[src/rtl/muldiv_pkg.sv]
// Shared types and helpers for the iterative RV32M multiply/divide unit.
package muldiv_pkg;

  localparam int unsigned XLEN_DEF = 32;

  typedef enum logic [2:0] {
    OP_MUL    = 3'b000,
    OP_MULH   = 3'b001,
    OP_MULHSU = 3'b010,
    OP_MULHU  = 3'b011,
    OP_DIV    = 3'b100,
    OP_DIVU   = 3'b101,
    OP_REM    = 3'b110,
    OP_REMU   = 3'b111
  } muldiv_op_e;

  typedef enum logic [1:0] {
    ST_IDLE = 2'b00,
    ST_CALC = 2'b01,
    ST_DONE = 2'b10
  } muldiv_state_e;

  // Divide-family ops (DIV/DIVU/REM/REMU).
  function automatic logic op_is_div(muldiv_op_e op);
    return op[2];
  endfunction

  // Remainder ops (REM/REMU).
  function automatic logic op_is_rem(muldiv_op_e op);
    return op[2] & op[1];
  endfunction

  // Ops that interpret rs1 as a signed value.
  function automatic logic op_a_signed(muldiv_op_e op);
    return (op == OP_MUL) || (op == OP_MULH) || (op == OP_MULHSU) ||
           (op == OP_DIV) || (op == OP_REM);
  endfunction

  // Ops that interpret rs2 as a signed value.
  function automatic logic op_b_signed(muldiv_op_e op);
    return (op == OP_MUL) || (op == OP_MULH) || (op == OP_DIV) || (op == OP_REM);
  endfunction

endpackage

[src/rtl/muldiv_sign_fix.sv]
// Conditional two's-complement negate: magnitude extraction and result sign fix.
module muldiv_sign_fix #(
  parameter int unsigned W = 32
) (
  input  logic [W-1:0] val_i,
  input  logic         neg_i,
  output logic [W-1:0] res_o
);

  // Negate when requested, pass through otherwise.
  always_comb begin
    res_o = val_i;
    if (neg_i) res_o = (~val_i) + W'(1);
  end

endmodule

[src/rtl/muldiv_unit.sv]
// Iterative RV32M multiply/divide unit: one shift-add or restoring-divide step per cycle.
import muldiv_pkg::*;

module muldiv_unit #(
  parameter int unsigned XLEN = XLEN_DEF
) (
  input  logic            clk,
  input  logic            rst,
  input  logic            start,
  input  logic [2:0]      op,
  input  logic [XLEN-1:0] op_a,
  input  logic [XLEN-1:0] op_b,
  output logic            busy,
  output logic            done,
  output logic [XLEN-1:0] result
);

  localparam int unsigned CW = $clog2(XLEN);
  localparam int unsigned AW = 2 * XLEN;

  muldiv_state_e   state_q, state_d;
  muldiv_op_e      op_q, op_d;
  logic [AW-1:0]   acc_q, acc_d;
  logic [XLEN-1:0] opnd_q, opnd_d;
  logic            neg_q, neg_d;
  logic [CW-1:0]   cnt_q, cnt_d;
  logic            busy_q, busy_d;
  logic            done_q, done_d;
  logic [XLEN-1:0] result_q, result_d;

  muldiv_op_e      op_in;
  logic            a_sgn, b_sgn;
  logic [XLEN-1:0] abs_a, abs_b;
  logic            div_zero, div_ovf;
  logic [XLEN-1:0] spec_res;

  logic [XLEN:0]   mul_sum;
  logic [AW-1:0]   mul_nxt;
  logic [AW:0]     div_sh;
  logic [XLEN:0]   div_top, div_diff;
  logic [AW-1:0]   div_nxt;
  logic [AW-1:0]   acc_nxt;
  logic [AW-1:0]   fix_in, fix_out;
  logic [XLEN-1:0] final_res;

  assign op_in = muldiv_op_e'(op);
  assign a_sgn = op_a_signed(op_in) & op_a[XLEN-1];
  assign b_sgn = op_b_signed(op_in) & op_b[XLEN-1];

  muldiv_sign_fix #(.W(XLEN)) u_abs_a (.val_i(op_a), .neg_i(a_sgn), .res_o(abs_a));
  muldiv_sign_fix #(.W(XLEN)) u_abs_b (.val_i(op_b), .neg_i(b_sgn), .res_o(abs_b));

  // Special divide cases resolved at issue without iterating.
  always_comb begin
    div_zero = op_is_div(op_in) && (op_b == '0);
    div_ovf  = ((op_in == OP_DIV) || (op_in == OP_REM)) &&
               (op_a == {1'b1, {(XLEN-1){1'b0}}}) && (&op_b);
    spec_res = '1;
    if (div_zero)     spec_res = op_is_rem(op_in) ? op_a : '1;
    else if (div_ovf) spec_res = op_is_rem(op_in) ? '0 : op_a;
  end

  // One datapath step on the shared accumulator: {hi, lo} multiply or {rem, quot} divide.
  always_comb begin
    mul_sum  = {1'b0, acc_q[AW-1:XLEN]} + {1'b0, opnd_q};
    mul_nxt  = acc_q[0] ? {mul_sum, acc_q[XLEN-1:1]} : {1'b0, acc_q[AW-1:1]};
    div_sh   = {acc_q, 1'b0};
    div_top  = div_sh[AW:XLEN];
    div_diff = div_top - {1'b0, opnd_q};
    div_nxt  = (div_top >= {1'b0, opnd_q}) ?
               {div_diff[XLEN-1:0], div_sh[XLEN-1:1], 1'b1} : div_sh[AW-1:0];
    acc_nxt  = op_is_div(op_q) ? div_nxt : mul_nxt;
  end

  // Full-width sign fix so the high product half borrows correctly from the low half.
  always_comb begin
    fix_in = acc_nxt;
    if (op_is_div(op_q))
      fix_in = {{XLEN{1'b0}}, (op_is_rem(op_q) ? acc_nxt[AW-1:XLEN] : acc_nxt[XLEN-1:0])};
  end

  muldiv_sign_fix #(.W(AW)) u_res_fix (.val_i(fix_in), .neg_i(neg_q), .res_o(fix_out));

  assign final_res = ((op_q == OP_MUL) || op_is_div(op_q)) ? fix_out[XLEN-1:0]
                                                             : fix_out[AW-1:XLEN];

  // Next-state and registered-output logic.
  always_comb begin
    state_d  = state_q;
    op_d     = op_q;
    acc_d    = acc_q;
    opnd_d   = opnd_q;
    neg_d    = neg_q;
    cnt_d    = cnt_q;
    busy_d   = 1'b0;
    done_d   = 1'b0;
    result_d = result_q;
    case (state_q)
      ST_IDLE: begin
        if (start) begin
          op_d   = op_in;
          acc_d  = {{XLEN{1'b0}}, abs_a};
          opnd_d = abs_b;
          neg_d  = op_is_rem(op_in) ? a_sgn : (a_sgn ^ b_sgn);
          cnt_d  = '0;
          if (div_zero || div_ovf) begin
            result_d = spec_res;
            state_d  = ST_DONE;
            done_d   = 1'b1;
          end else begin
            state_d = ST_CALC;
            busy_d  = 1'b1;
          end
        end
      end
      ST_CALC: begin
        acc_d = acc_nxt;
        cnt_d = CW'(cnt_q + CW'(1));
        if (cnt_q == CW'(XLEN - 1)) begin
          result_d = final_res;
          state_d  = ST_DONE;
          done_d   = 1'b1;
        end else begin
          busy_d = 1'b1;
        end
      end
      ST_DONE: state_d = ST_IDLE;
      default: state_d = ST_IDLE;
    endcase
  end

  // State and datapath registers with asynchronous clear.
  always_ff @(posedge clk or negedge rst) begin
    if (!rst) begin
      state_q  <= ST_IDLE;
      op_q     <= OP_MUL;
      acc_q    <= '0;
      opnd_q   <= '0;
      neg_q    <= 1'b0;
      cnt_q    <= '0;
      busy_q   <= 1'b0;
      done_q   <= 1'b0;
      result_q <= '0;
    end else begin
      state_q  <= state_d;
      op_q     <= op_d;
      acc_q    <= acc_d;
      opnd_q   <= opnd_d;
      neg_q    <= neg_d;
      cnt_q    <= cnt_d;
      busy_q   <= busy_d;
      done_q   <= done_d;
      result_q <= result_d;
    end
  end

  assign busy   = busy_q;
  assign done   = done_q;
  assign result = result_q;

endmodule
[config.mk]
export PLATFORM = sky130hd
export DESIGN_NAME = muldiv_unit
export DESIGN_NICKNAME = d
export VERILOG_FILES = /design/src/rtl/muldiv_pkg.sv /design/src/rtl/muldiv_sign_fix.sv /design/src/rtl/muldiv_unit.sv
export SDC_FILE = /design/constraint.sdc
export NUM_CORES = 1
export LEC_CHECK = 0
export BUFFER_PORTS_ARGS = -buffer_cell sky130_fd_sc_hd__clkbuf_2
export CAP_MARGIN = 20
export CELL_PAD_IN_SITES_DETAIL_PLACEMENT = 0
export CELL_PAD_IN_SITES_GLOBAL_PLACEMENT = 1
export CORE_MARGIN = 2
export CORE_UTILIZATION = 42
export CTS_CLUSTER_SIZE = 16
export DETAILED_ROUTE_END_ITERATION = 8
export GPL_ROUTABILITY_DRIVEN = 0
export PLACE_DENSITY = 0.82
export REMOVE_ABC_BUFFERS = 1
export SYNTH_ARGS = -nofsm -noshare
export SYNTH_HDL_FRONTEND = slang
export SYNTH_SLANG_ARGS = --single-unit
export TNS_END_PERCENT = 1
[constraint.sdc]
create_clock -name clk -period 4.82 [get_ports clk]
set_input_delay 0.482 -clock clk [delete_from_list [all_inputs] [get_ports clk]]
set_output_delay 0.482 -clock clk [all_outputs]
set_load 0.1 [all_outputs]
== After elaboration in Yosys (flattened, before gate mapping) ==
Index checks and enable logic that the tools add are counted.

* Output and inout bits: 34
* Bits of input ports: 70
* Register bits: 141
* Word-level logic and storage cells: 90

* Reduce and logical (&&, ||, !) cells: 22
* $lt $le $gt $ge: 1
* Equality and inequality tests: 10
* Add/sub/neg operators: 6
* Bitwise logic cells: 8
* Mux-type cells: 34

{| class="wikitable"
|+ Operators with widths
! operator !! number
|-
| $mux 64 || 6
|-
| $mux 32 || 11
|-
| $pmux 64 s2 || 1
|-
| $add 32x1->32 const B || 2
|-
| $add 64x1->64 const B || 1
|-
| $not 32->32 || 2
|-
| $not 64->64 || 1
|-
| $pmux 32 s2 || 1
|-
| $add 32x32->33 || 1
|-
| $ge 33x32->1 || 1
|-
| $eq 32x32->1 const B || 1
|-
| $logic_not 32->1 || 1
|-
| $reduce_and 32->1 || 1
|-
| $sub 32x32->32 || 1
|-
| $pmux 5 s2 || 1
|-
| $logic_or 1x1->1 || 9
|-
| $mux 1 || 7
|-
| $eq 3x3->1 const B || 2
|-
| $logic_not 3->1 || 2
|-
| $mux 2 || 3
|-
| $ne 2x2->1 const B || 3
|-
| $reduce_and 2->1 || 3
|-
| $add 5x1->5 const B || 1
|-
| $eq 5x5->1 const B || 1
|-
| 12 further kinds || 18
|}

== Depth between registers and ports, before layout ==
* Depth after elaboration: 11
* Depth in mapped cells: 24
* Mapped depth without buffers: 20

== Cells and area by module ==
Synthesis repeated with hierarchy kept, for this count alone.

* Cells, all modules: 1,929
* Area total of the unflattened synthesis: 15,468.6 µm²

{| class="wikitable"
|+ By module, submodules not included
! module !! cells each !! instances !! area an instance (µm²) !! sequential area each (µm²)
|-
| muldiv_unit || 1,525 || 1 || 12,265.5 || 3,528.4
|-
| muldiv_sign_fix (u_res_fix) || 206 || 1 || 1,649.1 || 0.0
|-
| muldiv_sign_fix (u_abs_a ...) || 99 || 2 || 777.0 || 0.0
|}

== Worst setup path after synthesis ==
OpenSTA, ideal clock, no wires.

* Path kind: register to register
* Start point: reg acc_q[53]
* End point: reg result_q[24], in the netlist result[24]
* Setup slack: -476 ps
* Setup time: 122 ps
* Cell stages (with the launch flop): 22
* Path buffers: 3
* Clock period less this slack: 5,296 ps
* Data required time: 4,698 ps
* Arrival: 5,174 ps
* Cells stage by stage: dfrtp_1 -> ha_1 -> buf_6 -> a21oi_2 -> o21ai_1 -> a211o_1 -> a211o_2 -> nor2_1 -> buf_2 -> clkbuf_1 -> o21ai_0 -> a31oi_1 -> ha_1 -> nand2_1 -> o32ai_1 -> nand4_1 -> nor4_1 -> nand4_1 -> o31ai_1 -> xor2_1 -> o211ai_1 -> a22o_1

* Cells in the longest elaborated chain, start to end: 11
* Elaborated cells on any way between the ends: 14
* Those cells by class: add/sub (3); order compare (1); mux (9); bitwise (1)

{| class="wikitable"
|+ RTL lines
! what !! RTL line !! RTL
|-
| from (decl) || muldiv_unit.sv:23 || <nowiki>logic [AW-1:0] acc_q, acc_d;</nowiki>
|-
| from (signal assigned) || muldiv_unit.sv:137 || <nowiki>acc_q <= '0;</nowiki>
|-
| from (signal assigned) || muldiv_unit.sv:147 || <nowiki>acc_q <= acc_d;</nowiki>
|-
| $add 32x32->33, or another cell as far along || muldiv_unit.sv:65 || <nowiki>mul_sum = {1'b0, acc_q[AW-1:XLEN]} + {1'b0, opnd_q};</nowiki>
|-
| $mux 64 (on tied branches) || muldiv_unit.sv:66, muldiv_unit.sv:70 ||
|-
| $mux 64 (*) || muldiv_unit.sv:72 || <nowiki>acc_nxt = op_is_div(op_q) ? div_nxt : mul_nxt;</nowiki>
|-
| $mux 32 || muldiv_unit.sv:79 || <nowiki>fix_in = {{XLEN{1'b0}}, (op_is_rem(op_q) ? acc_nxt[AW-1:XLEN] : acc_nxt[XLEN-1:0])};</nowiki>
|-
| $mux 64 (*) || muldiv_unit.sv:78 || <nowiki>if (op_is_div(op_q))</nowiki>
|-
| $not 64->64 || muldiv_sign_fix.sv:13 || <nowiki>if (neg_i) res_o = (~val_i) + W'(1);</nowiki>
|-
| $add 64x1->64 || muldiv_sign_fix.sv:13 ||
|-
| $mux 64 (*) || muldiv_sign_fix.sv:13 ||
|-
| $mux 32 (*) || muldiv_unit.sv:84 || <nowiki>assign final_res = ((op_q == OP_MUL) || op_is_div(op_q)) ? fix_out[XLEN-1:0]</nowiki>
|-
| $mux 32 (*) || muldiv_unit.sv:119 || <nowiki>if (cnt_q == CW'(XLEN - 1)) begin</nowiki>
|-
| $pmux 32 s2 (*) || muldiv_unit.sv:98 || <nowiki>case (state_q)</nowiki>
|-
| to (signal assigned) || muldiv_unit.sv:153 || <nowiki>result_q <= result_d;</nowiki>
|-
| to (decl) || muldiv_unit.sv:29 || <nowiki>logic [XLEN-1:0] result_q, result_d;</nowiki>
|}

Mark *: on every way between the ends. The rest lies on a longest branch, timed or not. The select of a mux whose other input is x is not followed.
A chain may end at the register's enable or synchronous reset.

== Worst setup path in the final report ==
* Start point: reg acc_q[32]
* End point: reg result_q[28], in the netlist result[28]

The elaborated chain is that of the path after synthesis.

==> impl_metrics.env <==
export IMPL_outcome="finished, final reports clean"
export IMPL_worst_slew_pin_transition_ns=1.04
export IMPL_ios=104
export IMPL_r2r_start="acc_q[32]"
export IMPL_port_buffer_count=103
export IMPL_r2r_slack_ns=0.03
export IMPL_cp_top_family="compound AO/OA/AOI/OAI gates"
export IMPL_required_ns=5.16
export IMPL_max_slew_margin=0.298
export IMPL_n_antenna_cell=0
export IMPL_clockRootBuffer="clkbuf_16"
export IMPL_fin_hold_ws_ns=0.145
export IMPL_cts_sinks=141
export IMPL_crit_top_cell="o211a_1"
export IMPL_synth_flop_cell="dfrtp_1"
export IMPL_avgSynthCellArea_sq_um=7.32
export IMPL_maxSlewViolCount=0
export IMPL_via_count=18279
export IMPL_final_core_util=0.530
export IMPL_drt_wl_total_um=64600
export IMPL_slowest_stage="or4_4"
export IMPL_ant_nets=0
export IMPL_area_growth_pct=25.0
export IMPL_drt_initial_drc_count=2056
export IMPL_grt_max_degree=103
export IMPL_viasPerCell=6.36
export IMPL_die_w_um=196
export IMPL_dieArea_sq_um=38200
export IMPL_endpoint_kind="register"
export IMPL_drc=0
export IMPL_grt_pass1_vias=17507
export IMPL_critPathBufInv=1
export IMPL_core_area_sq_um=36300
export IMPL_hold_path_class="input port to async pin"
export IMPL_min_period_over_period=0.994
export IMPL_cp_start_kind="register"
export IMPL_yosysSeqAreaShare=0.229
export IMPL_crit_type="register to register"
export IMPL_final_common_cell="buf_4"
export IMPL_crit_chain="buf_4 > ha_1 > nor2b_1 > o211a_1 > o211a_1 > o31a_1 > nor2_4 > mux2_2 > o21ai_2 > ha_2 > nand2_1 > o32a_1 > nor3_2 > and4_1 > nand3_1 > or4_4 > o31ai_2 > xor2_1 > o21ai_1"
export IMPL_path_depth=19
export IMPL_grt_pass1_wl_um=99000
export IMPL_dp_final_hpwl_um=50200
export IMPL_ys_async_sr_fraction=1.00
export IMPL_syn_cell_area_sq_um=15400
export IMPL_yosys_cell_types_count=98
export IMPL_reg2regPathDepth=19
export IMPL_ys_seq_elements=141
export IMPL_drive_above_1_share=0.224
export IMPL_tritoncts="built"
export IMPL_setup_viol=0
export IMPL_max_cap_viol_count=0
export IMPL_startpoint="acc_q[32]"
export IMPL_period_needed_ns=4.79
export IMPL_synth_warnings=0
export IMPL_cts_path_max_buffers=2
export IMPL_arrival_ns=5.13
export IMPL_chipHeight_um=196
export IMPL_start_util=0.424
export IMPL_clk_pin_slew_worst_paths_ns=0.07
export IMPL_layout_common_cells="302 x buf_4, 261 x nand2_1, 212 x o21ai_0"
export IMPL_drt_pass1_iter_count=6
export IMPL_fin_nets=2535
export IMPL_syn_inst=2104
export IMPL_rsz0062_at_grt="yes"
export IMPL_row_count=70
export IMPL_fill_cells=3471
export IMPL_cts_made_buffers=17
export IMPL_max_freq_mhz=209
export IMPL_avgRoutedWirePerCell_um=22.5
export IMPL_grtUsageTotal=0.335
export IMPL_antenna_found_initial=1
export IMPL_cp_slowest_stage_delay_ns=0.51
export IMPL_finalHoldViolations=0
export IMPL_grt_overflow_total=0
export IMPL_clkLatencyLatePin_ns=0.47
export IMPL_crit_path_max_fanout=2
export IMPL_h_tree_depth=4
export IMPL_final_setup_skew_ns=0.0155
export IMPL_crit_end="result[28]"
export IMPL_r2r_end="result[28]"
export IMPL_synth_edf_count=0
-- flip-flops by register name, indices dropped and copies added (netlist names) --
register / count
acc_q: 64
busy: 1
cnt_q: 5
done: 1
neg_q: 1
op_q: 3
opnd_q: 32
result: 32
state_q: 2
-- through the flow --
step	TNS [ns]	std cells	cell area, sq um	worst slack [ns]
after global routing	-1.14	2874	19300	-0.169
after CTS	-0.0136	2867	19000	-0.0136
final	0	2874	19300	0.0290
after global placement	-0.651	2832	18300	-0.154
after floorplan	-45.14	1961	14800	-2.14
after detailed placement	-2.20	2832	18300	-0.231
-- layout make-up --
type	count	area (sq um)	area share
clock inverter	12	138	0.00715
sequential	141	3530	0.183
timing repair buffer	413	2940	0.153
clock buffer	20	447	0.0232
multi-input combinational	1745	11300	0.589
tap	468	586	0.0304
inverter	75	282	0.0146
-- how the worst min path moves through the flow --
stage | end | depth (start not counted)
6_report | opnd_q[2] | 1
3_5_place_dp | cnt_q[3] | 1
2_1_floorplan | acc_q[0] | 0
3_3_place_gp | cnt_q[3] | 1
5_1_grt | opnd_q[2] | 1
4_1_cts | opnd_q[11] | 1
-- repair_timing --
action	CTS	global route
hold buffers	0	0
pin swaps	7	26
setup buffers	3	7
gates resized for setup	22	43
setup endpoints to repair	22	30
gates cloned	0	0
-- layer usage --
layer,GRT usage,vias up,share of wire
met3,0.0451,226,0.074
li1,-,8404,-
met5,0,-,0
met4,0.207,0,0.066
met1,0.428,8709,0.41
met2,0.537,940,0.45
-- cells by family after synthesis --
family	Yosys count	synth area share
XOR/XNOR	129	0.0734
adder cells (fa/ha/maj)	72	0.0595
buffers and inverters	218	0.0561
AO/OA/AOI/OAI	730	0.308
AND/OR/NAND/NOR	758	0.237
multiplexers	56	0.0366
flip-flops	141	0.229
-- cell usage after synthesis (8+ instances only) --
master | instances | share of area
nand2_1 | 262 | 0.064
o21ai_0 | 218 | 0.071
a21oi_1 | 170 | 0.055
nor2_1 | 151 | 0.037
dfrtp_1 | 141 | 0.23
clkbuf_1 | 104 | 0.025
nand3_1 | 101 | 0.033
inv_1 | 72 | 0.018
ha_1 | 70 | 0.057
xnor2_1 | 67 | 0.038
xor2_1 | 62 | 0.035
mux2i_1 | 53 | 0.034
nor3_1 | 52 | 0.017
o221ai_1 | 39 | 0.022
nand4_1 | 35 | 0.014
o31ai_1 | 34 | 0.017
a31oi_1 | 30 | 0.012
o211ai_1 | 30 | 0.015
or3_1 | 25 | 0.010
a211oi_1 | 24 | 0.012
buf_2 | 23 | 0.0075
a21o_1 | 20 | 0.0097
and2_1 | 20 | 0.0081
o21a_1 | 17 | 0.0083
and3_1 | 15 | 0.0061
buf_1 | 12 | 0.0029
nand2b_1 | 12 | 0.0049
nor4_1 | 12 | 0.0049
o31a_1 | 12 | 0.0068
a221oi_1 | 10 | 0.0057
and4_1 | 10 | 0.0057
nor3b_1 | 10 | 0.0049
a211o_1 | 9 | 0.0051
nor2b_1 | 9 | 0.0037
or2_2 | 8 | 0.0032
or4_1 | 8 | 0.0039
Power is left out: the tool's default activity adds up to more than one toggle a clock period on the data nets, which glitch-free logic cannot reach.
